$ cat src/rtl/key_event_pkg.sv
// Shared constants for the keyboard event path: scan codes, event word bit
// positions and the prefix state encoding.
package key_event_pkg;

  localparam logic [7:0] SC_E0     = 8'hE0;
  localparam logic [7:0] SC_F0     = 8'hF0;
  localparam logic [7:0] SC_E1     = 8'hE1;
  localparam logic [7:0] SC_LSHIFT = 8'h12;
  localparam logic [7:0] SC_RSHIFT = 8'h59;
  localparam logic [7:0] SC_CTRL   = 8'h14;
  localparam logic [7:0] SC_ALT    = 8'h11;
  localparam logic [7:0] SC_CAPS   = 8'h58;

  localparam logic [7:0] SC_IGN_00 = 8'h00;
  localparam logic [7:0] SC_IGN_AA = 8'hAA;
  localparam logic [7:0] SC_IGN_FA = 8'hFA;
  localparam logic [7:0] SC_IGN_FE = 8'hFE;
  localparam logic [7:0] SC_IGN_FF = 8'hFF;

  // Bytes swallowed after E1 (pause sequence is E1 plus seven more bytes).
  localparam logic [2:0] DROP_LEN = 3'd7;

  localparam int EV_BREAK = 15;
  localparam int EV_EXT   = 14;
  localparam int EV_SHIFT = 13;
  localparam int EV_CTRL  = 12;
  localparam int EV_ALT   = 11;
  localparam int EV_CAPS  = 10;
  localparam int EV_RAW   = 9;

  typedef enum logic [2:0] {
    ST_IDLE   = 3'd0,
    ST_EXT    = 3'd1,
    ST_BRK    = 3'd2,
    ST_EXTBRK = 3'd3,
    ST_DROP   = 3'd4
  } prefix_state_e;

  function automatic logic is_ignore(input logic [7:0] b);
    return b inside {SC_IGN_00, SC_IGN_AA, SC_IGN_FA, SC_IGN_FE, SC_IGN_FF};
  endfunction

  function automatic logic is_modifier(input logic [7:0] b);
    return b inside {SC_LSHIFT, SC_RSHIFT, SC_CTRL, SC_ALT, SC_CAPS};
  endfunction

endpackage

$ cat src/rtl/key_fifo.sv
// Synchronous event FIFO; a push into a full FIFO without a pop is dropped and
// flagged through a sticky overflow bit that an accepted pop clears.
module key_fifo #(
  parameter int DEPTH  = 16,
  parameter int ADDR_W = 4,
  parameter int WIDTH  = 16
) (
  input  logic              clk,
  input  logic              rst,
  input  logic              push_i,
  input  logic [WIDTH-1:0]  push_data_i,
  input  logic              pop_i,
  output logic [WIDTH-1:0]  head_o,
  output logic              empty_o,
  output logic [ADDR_W:0]   count_o,
  output logic              overflow_o
);

  localparam logic [ADDR_W:0] FULL_CNT = (ADDR_W + 1)'(DEPTH);

  logic [WIDTH-1:0]  mem_q [DEPTH];
  logic [ADDR_W-1:0] wr_ptr_q, rd_ptr_q;
  logic [ADDR_W:0]   count_q;
  logic              overflow_q;
  logic              full, empty, do_pop, do_push, drop;

  assign empty   = (count_q == '0);
  assign full    = (count_q == FULL_CNT);
  assign do_pop  = pop_i & ~empty;
  // A simultaneous pop frees the slot first, so a full FIFO still accepts.
  assign do_push = push_i & (~full | do_pop);
  assign drop    = push_i & full & ~do_pop;

  // NOTE: storage has no reset; only pointers and count decide validity.
  always_ff @(posedge clk) begin
    if (do_push) mem_q[wr_ptr_q] <= push_data_i;
  end

  // NOTE: sequential state uses non-blocking assignments so every register
  // samples pre-edge values regardless of statement order.
  always_ff @(posedge clk or posedge rst) begin
    if (rst) begin
      wr_ptr_q   <= '0;
      rd_ptr_q   <= '0;
      count_q    <= '0;
      overflow_q <= 1'b0;
    end else begin
      if (do_push) wr_ptr_q <= wr_ptr_q + 1'b1;
      if (do_pop)  rd_ptr_q <= rd_ptr_q + 1'b1;
      case ({do_push, do_pop})
        2'b10:   count_q <= count_q + 1'b1;
        2'b01:   count_q <= count_q - 1'b1;
        default: count_q <= count_q;
      endcase
      if (drop)        overflow_q <= 1'b1;
      else if (do_pop) overflow_q <= 1'b0;
    end
  end

  assign head_o     = empty ? '0 : mem_q[rd_ptr_q];
  assign empty_o    = empty;
  assign count_o    = count_q;
  assign overflow_o = overflow_q;

endmodule

$ cat src/rtl/key_event_queue.sv
// PS/2 scan byte to key event converter: prefix FSM, modifier tracking and
// a FIFO of packed 16-bit event words drained by the CPU.
module key_event_queue
  import key_event_pkg::*;
#(
  parameter int DEPTH  = 16,
  parameter int ADDR_W = 4
) (
  input  logic              clk,
  input  logic              rst,
  input  logic              scan_valid,
  input  logic [7:0]        scan_byte,
  input  logic [7:0]        scan_ascii,
  input  logic              ren,
  output logic [15:0]       data,
  output logic              ready,
  output logic              overflow,
  output logic [ADDR_W:0]   count
);

  prefix_state_e state_q, state_d;
  logic [2:0]    drop_cnt_q, drop_cnt_d;
  logic          lshift_q, rshift_q, lctrl_q, rctrl_q, lalt_q, ralt_q, caps_q;
  logic          key_done, is_break, is_ext, raw, push, fifo_empty;
  logic [15:0]   event_word;

  // NOTE: every always_comb output gets a default first so no latch is inferred.
  always_comb begin
    state_d    = state_q;
    drop_cnt_d = drop_cnt_q;
    key_done   = 1'b0;
    is_break   = 1'b0;
    is_ext     = 1'b0;
    if (scan_valid) begin
      unique case (state_q)
        ST_IDLE: begin
          if (scan_byte == SC_E0) state_d = ST_EXT;
          else if (scan_byte == SC_F0) state_d = ST_BRK;
          else if (scan_byte == SC_E1) begin
            state_d    = ST_DROP;
            drop_cnt_d = DROP_LEN;
          end else if (!is_ignore(scan_byte)) key_done = 1'b1;
        end
        ST_EXT: begin
          if (scan_byte == SC_F0) state_d = ST_EXTBRK;
          else begin
            key_done = 1'b1;
            is_ext   = 1'b1;
            state_d  = ST_IDLE;
          end
        end
        ST_BRK, ST_EXTBRK: begin
          key_done = 1'b1;
          is_break = 1'b1;
          is_ext   = (state_q == ST_EXTBRK);
          state_d  = ST_IDLE;
        end
        ST_DROP: begin
          drop_cnt_d = drop_cnt_q - 3'd1;
          if (drop_cnt_q == 3'd1) state_d = ST_IDLE;
        end
        default: state_d = ST_IDLE;
      endcase
    end
  end

  assign raw  = (scan_ascii == 8'h00);
  assign push = key_done & ~is_modifier(scan_byte);

  always_comb begin
    event_word           = '0;
    event_word[EV_BREAK] = is_break;
    event_word[EV_EXT]   = is_ext;
    event_word[EV_SHIFT] = lshift_q | rshift_q;
    event_word[EV_CTRL]  = lctrl_q | rctrl_q;
    event_word[EV_ALT]   = lalt_q | ralt_q;
    event_word[EV_CAPS]  = caps_q;
    event_word[EV_RAW]   = raw;
    event_word[7:0]      = raw ? scan_byte : scan_ascii;
  end

  always_ff @(posedge clk or posedge rst) begin
    if (rst) begin
      state_q    <= ST_IDLE;
      drop_cnt_q <= '0;
      lshift_q   <= 1'b0;
      rshift_q   <= 1'b0;
      lctrl_q    <= 1'b0;
      rctrl_q    <= 1'b0;
      lalt_q     <= 1'b0;
      ralt_q     <= 1'b0;
      caps_q     <= 1'b0;
    end else begin
      state_q    <= state_d;
      drop_cnt_q <= drop_cnt_d;
      if (key_done) begin
        case (scan_byte)
          SC_LSHIFT: lshift_q <= ~is_break;
          SC_RSHIFT: rshift_q <= ~is_break;
          SC_CTRL:   if (is_ext) rctrl_q <= ~is_break; else lctrl_q <= ~is_break;
          SC_ALT:    if (is_ext) ralt_q  <= ~is_break; else lalt_q  <= ~is_break;
          SC_CAPS:   if (!is_break) caps_q <= ~caps_q;
          default:   ;
        endcase
      end
    end
  end

  key_fifo #(
    .DEPTH  (DEPTH),
    .ADDR_W (ADDR_W),
    .WIDTH  (16)
  ) u_fifo (
    .clk         (clk),
    .rst         (rst),
    .push_i      (push),
    .push_data_i (event_word),
    .pop_i       (ren),
    .head_o      (data),
    .empty_o     (fifo_empty),
    .count_o     (count),
    .overflow_o  (overflow)
  );

  assign ready = ~fifo_empty;

endmodule

$ cat config.mk
export PLATFORM = sky130hd
export DESIGN_NAME = key_event_queue
export DESIGN_NICKNAME = d
export VERILOG_FILES = /design/src/rtl/key_event_pkg.sv /design/src/rtl/key_fifo.sv /design/src/rtl/key_event_queue.sv
export SDC_FILE = /design/constraint.sdc
export NUM_CORES = 1
export LEC_CHECK = 0
export BUFFER_PORTS_ARGS = -buffer_cell sky130_fd_sc_hd__buf_2
export CAP_MARGIN = 10
export CORE_MARGIN = 8
export CORE_UTILIZATION = 61
export CTS_CLUSTER_SIZE = 24
export DETAILED_ROUTE_END_ITERATION = 8
export GPL_ROUTABILITY_DRIVEN = 0
export PLACE_DENSITY_LB_ADDON = 0.08
export RECOVER_POWER = 25
export SETUP_SLACK_MARGIN = 0.2
export SYNTH_ARGS = -nofsm -noshare
export SYNTH_HDL_FRONTEND = slang
export SYNTH_SLANG_ARGS = --single-unit
$ cat constraint.sdc
create_clock -name clk -period 4.3 [get_ports clk]
set_input_delay 0.86 -clock clk [delete_from_list [all_inputs] [get_ports clk]]
set_output_delay 0.86 -clock clk [all_outputs]
set_load 0.05 [all_outputs]
==> results.md <==
* Outcome: finished, final reports clean
* Max Slew Vio Count at 0
* Most common cell after layout, fill and taps aside: edfxtp_1
* Worst Hold Class: input port to asynchronous set/reset pin
* Number of buffers created by CTS at 26
* CP Class: flip-flop to output pin
* Crit end category: output pin
* CP required at 3.44 ns
* CP endpoint: data[7]
* Post-CTS Hold Fix Bufs at 0
* Slowest stage delay, CP at 0.71 ns
* Post-synth EDFFs at 240
* Clk_skew at 0.0274 ns
* Cts repair resizes at 0
* Total power at 8.45 mW
* Cell area after layout at 12500 µm²
* Grt total ovfl at 0
* Core area at 17800 µm²
* All-Layer GR Usage at 21.7%
* Synthesis warning total at 0
* DRC at 0
* Routed wire per std cell at 27.0 µm
* CP max stage cell: dfrtp_4
* Yosys reg bits at 267
* CTS tree: built
* Final Setup Violations at 0
* Reg2Reg Setup Slack at 0.99 ns
* Cell area after synthesis at 11000 µm²
* Most frequent cells in the layout: edfxtp_1, mux4_2, buf_2, clkbuf_16, dfrtp_1
* # IOs at 43
* Initial antenna violation count at 0
* Main synth FF type: edfxtp_1
* Vias in the first global route at 5960
* Asr flop ratio synth at 10.1%
* Fin crit share at 89.6%
* Fin util at 69.9%
* DR WL met2 at 11700 µm
* RSZ-0062 raised after global routing: no
* Post-synthesis sequential area ratio at 71.4%
* Max Cap Violations at 0
* Buf/Inv on CP at 2
* Cells along the critical path: buf_12 > mux4_2 > mux4_2 > and2_1 > buf_2
* Setup bufs post-CTS at 0
* Fillers at 1111
* Clock buffer depth at 3
* Netlist cell types at 53
* # rows at 49
* Highest metal used: met4
* Routed via count at 5740
* Syn Nets at 602
* Starting Density at 61.9%
* Fin. Hold Viols at 0
* Cells on worst reg2reg path at 6
* DIE WIDTH at 151 µm
* CTS Sinks at 267
* Die Ht at 151 µm
* Levels on crit path at 5
* Slew HR at 24.3%
* Fmax at 260 MHz
* Layout area overhead at 12.8%
* Area after DPL at 11700 µm²
* Met3 routed WL at 1620 µm
* Critical path launch point: u_fifo.rd_ptr_q[0]$_DFFE_PP0P_
* Worst reg2reg path endpoint: u_fifo.mem_q[9][6]$_DFFE_PP_
* Ant diodes at 0
* Vias/cell at 6.51
* PortBufs at 41
* Worst r2r src: state_q[1]$_DFFE_PP0P_
* First-pass GRT wire length at 35900 µm
* CP top delay family: multiplexers
* Final HPWL DP at 14700 µm
* Min Tclk post-route at 3.85 ns
* Nets at 665
* Pre-antenna DRT Iters at 5
* Ratio of cells with drive above 1 in the final layout at 27.4%
* WL final at 23800 µm
* DRT iter0 DRCs at 442
* CP max FO at 24
* Clock-pin slew on the worst setup and hold paths at 0.06 ns
* Final ANT Viol Nets at 0
* Post-Syn Area per Cell at 19.3 µm²
* Die footprint at 22700 µm²
* Clock root buffer: clkbuf_16
* Largest net degree at the start of global routing at 33
* Leak pwr at 4.21 nW
* Worst EP arrival at 2.99 ns
* Slew @ Worst Pin at 1.14 ns
* CP startpoint kind: flip-flop
* Critical Path Most Common Cell: mux4_2
* Peak VDD IR at 0.558 mV
* Gate Count Post-Synth at 571
* Setup TNS at 0 ns
* Metal-1 WL at 9840 µm
* H-tree Lvls at 1
* Pwr dens at 678 nW/µm²
* Worst skew pair latency at 0.54 ns
## routing by layer
layer | up-vias | global-route usage, %
met5 | - | 0
met2 | 234 | 35.6
met3 | 38 | 3.64
li1 | 2442 | -
met4 | 0 | 6.28
met1 | 3026 | 29.6
## registers in the layout (all words and copies together), names as in the netlist, 3 cells and up
| signal | count |
|---|---|
| u_fifo.mem_q | 240 |
| u_fifo.count_o | 5 |
| u_fifo.rd_ptr_q | 4 |
| u_fifo.wr_ptr_q | 4 |
| drop_cnt_q | 3 |
| state_q | 3 |
## synth_stat cells, drive strengths merged (4+ instances only)
| library cell | count | area, µm² |
|---|---|---|
| edfxtp | 240 | 7210 |
| mux4 | 75 | 1690 |
| dfrtp | 27 | 676 |
| and2 | 20 | 125 |
| nand2 | 20 | 75.1 |
| nor2 | 17 | 63.8 |
| clkbuf | 16 | 60.1 |
| buf | 14 | 73.8 |
| inv | 13 | 48.8 |
| o21ai | 11 | 55.1 |
| a21o | 10 | 75.1 |
| ha | 10 | 125 |
| xnor2 | 10 | 87.6 |
| nor3 | 9 | 45.0 |
| nand3 | 7 | 35.0 |
| mux2 | 6 | 75.1 |
| nand4 | 6 | 37.5 |
| or4 | 6 | 45.0 |
| or2 | 5 | 33.8 |
| a21oi | 4 | 20.0 |
| nor4b | 4 | 35.0 |
## worst min path at each step
stage                                         end  slack (ns)  cells after the start
finish                       rshift_q$_DFFE_PP0P_        0.37                      2
global route                 rshift_q$_DFFE_PP0P_        0.42                      2
CTS                 u_fifo.overflow_o$_DFFE_PP0P_        0.49                      2
detailed placement  u_fifo.overflow_o$_DFFE_PP0P_        0.48                      2
global placement    u_fifo.overflow_o$_DFFE_PP0P_        0.47                      2
floorplan                      ralt_q$_DFFE_PP0P_        0.47                      2
## metrics by stage
step,worst slack [ns],hold WS (ns),cells
final,0.448,0.366,882
after global routing,0.287,0.418,882
after CTS,0.377,0.492,881
after detailed placement,0.342,0.475,834
after global placement,0.399,0.471,834
after floorplan,0.141,0.466,571
## final cells by class
cell class / count / area [µm²] / area share [%]
well taps: 229 / 287 / 2.30
clock buffers: 33 / 677 / 5.43
clock inverters: 14 / 151 / 1.21
repair buffers: 65 / 383 / 3.07
multi-input cells: 261 / 3030 / 24.3
flip-flops and latches: 267 / 7890 / 63.3
inverters: 13 / 48.8 / 0.392
## power breakdown
group / internal [mW] / leakage (nW) / total, mW / switching [mW]
clock network: 1.29 / 0.399 / 2.21 / 0.917
logic: 1.22 / 1.30 / 2.82 / 1.59
registers: 3.10 / 2.51 / 3.43 / 0.323
## logic make-up (layout without fill, tap and decap cells)
family	Yosys count	after routing	share of synthesized area, %
AO/OA/AOI/OAI	45	45	2.97
XOR/XNOR	12	12	0.951
adder cells (fa/ha/maj)	11	11	1.31
buffers and inverters	43	125	1.65
flip-flops	267	267	71.4
multiplexers	83	83	16.3
other	1	1	0.0339
AND/OR/NAND/NOR	109	109	5.46
(Power assumes the default switching activity.)
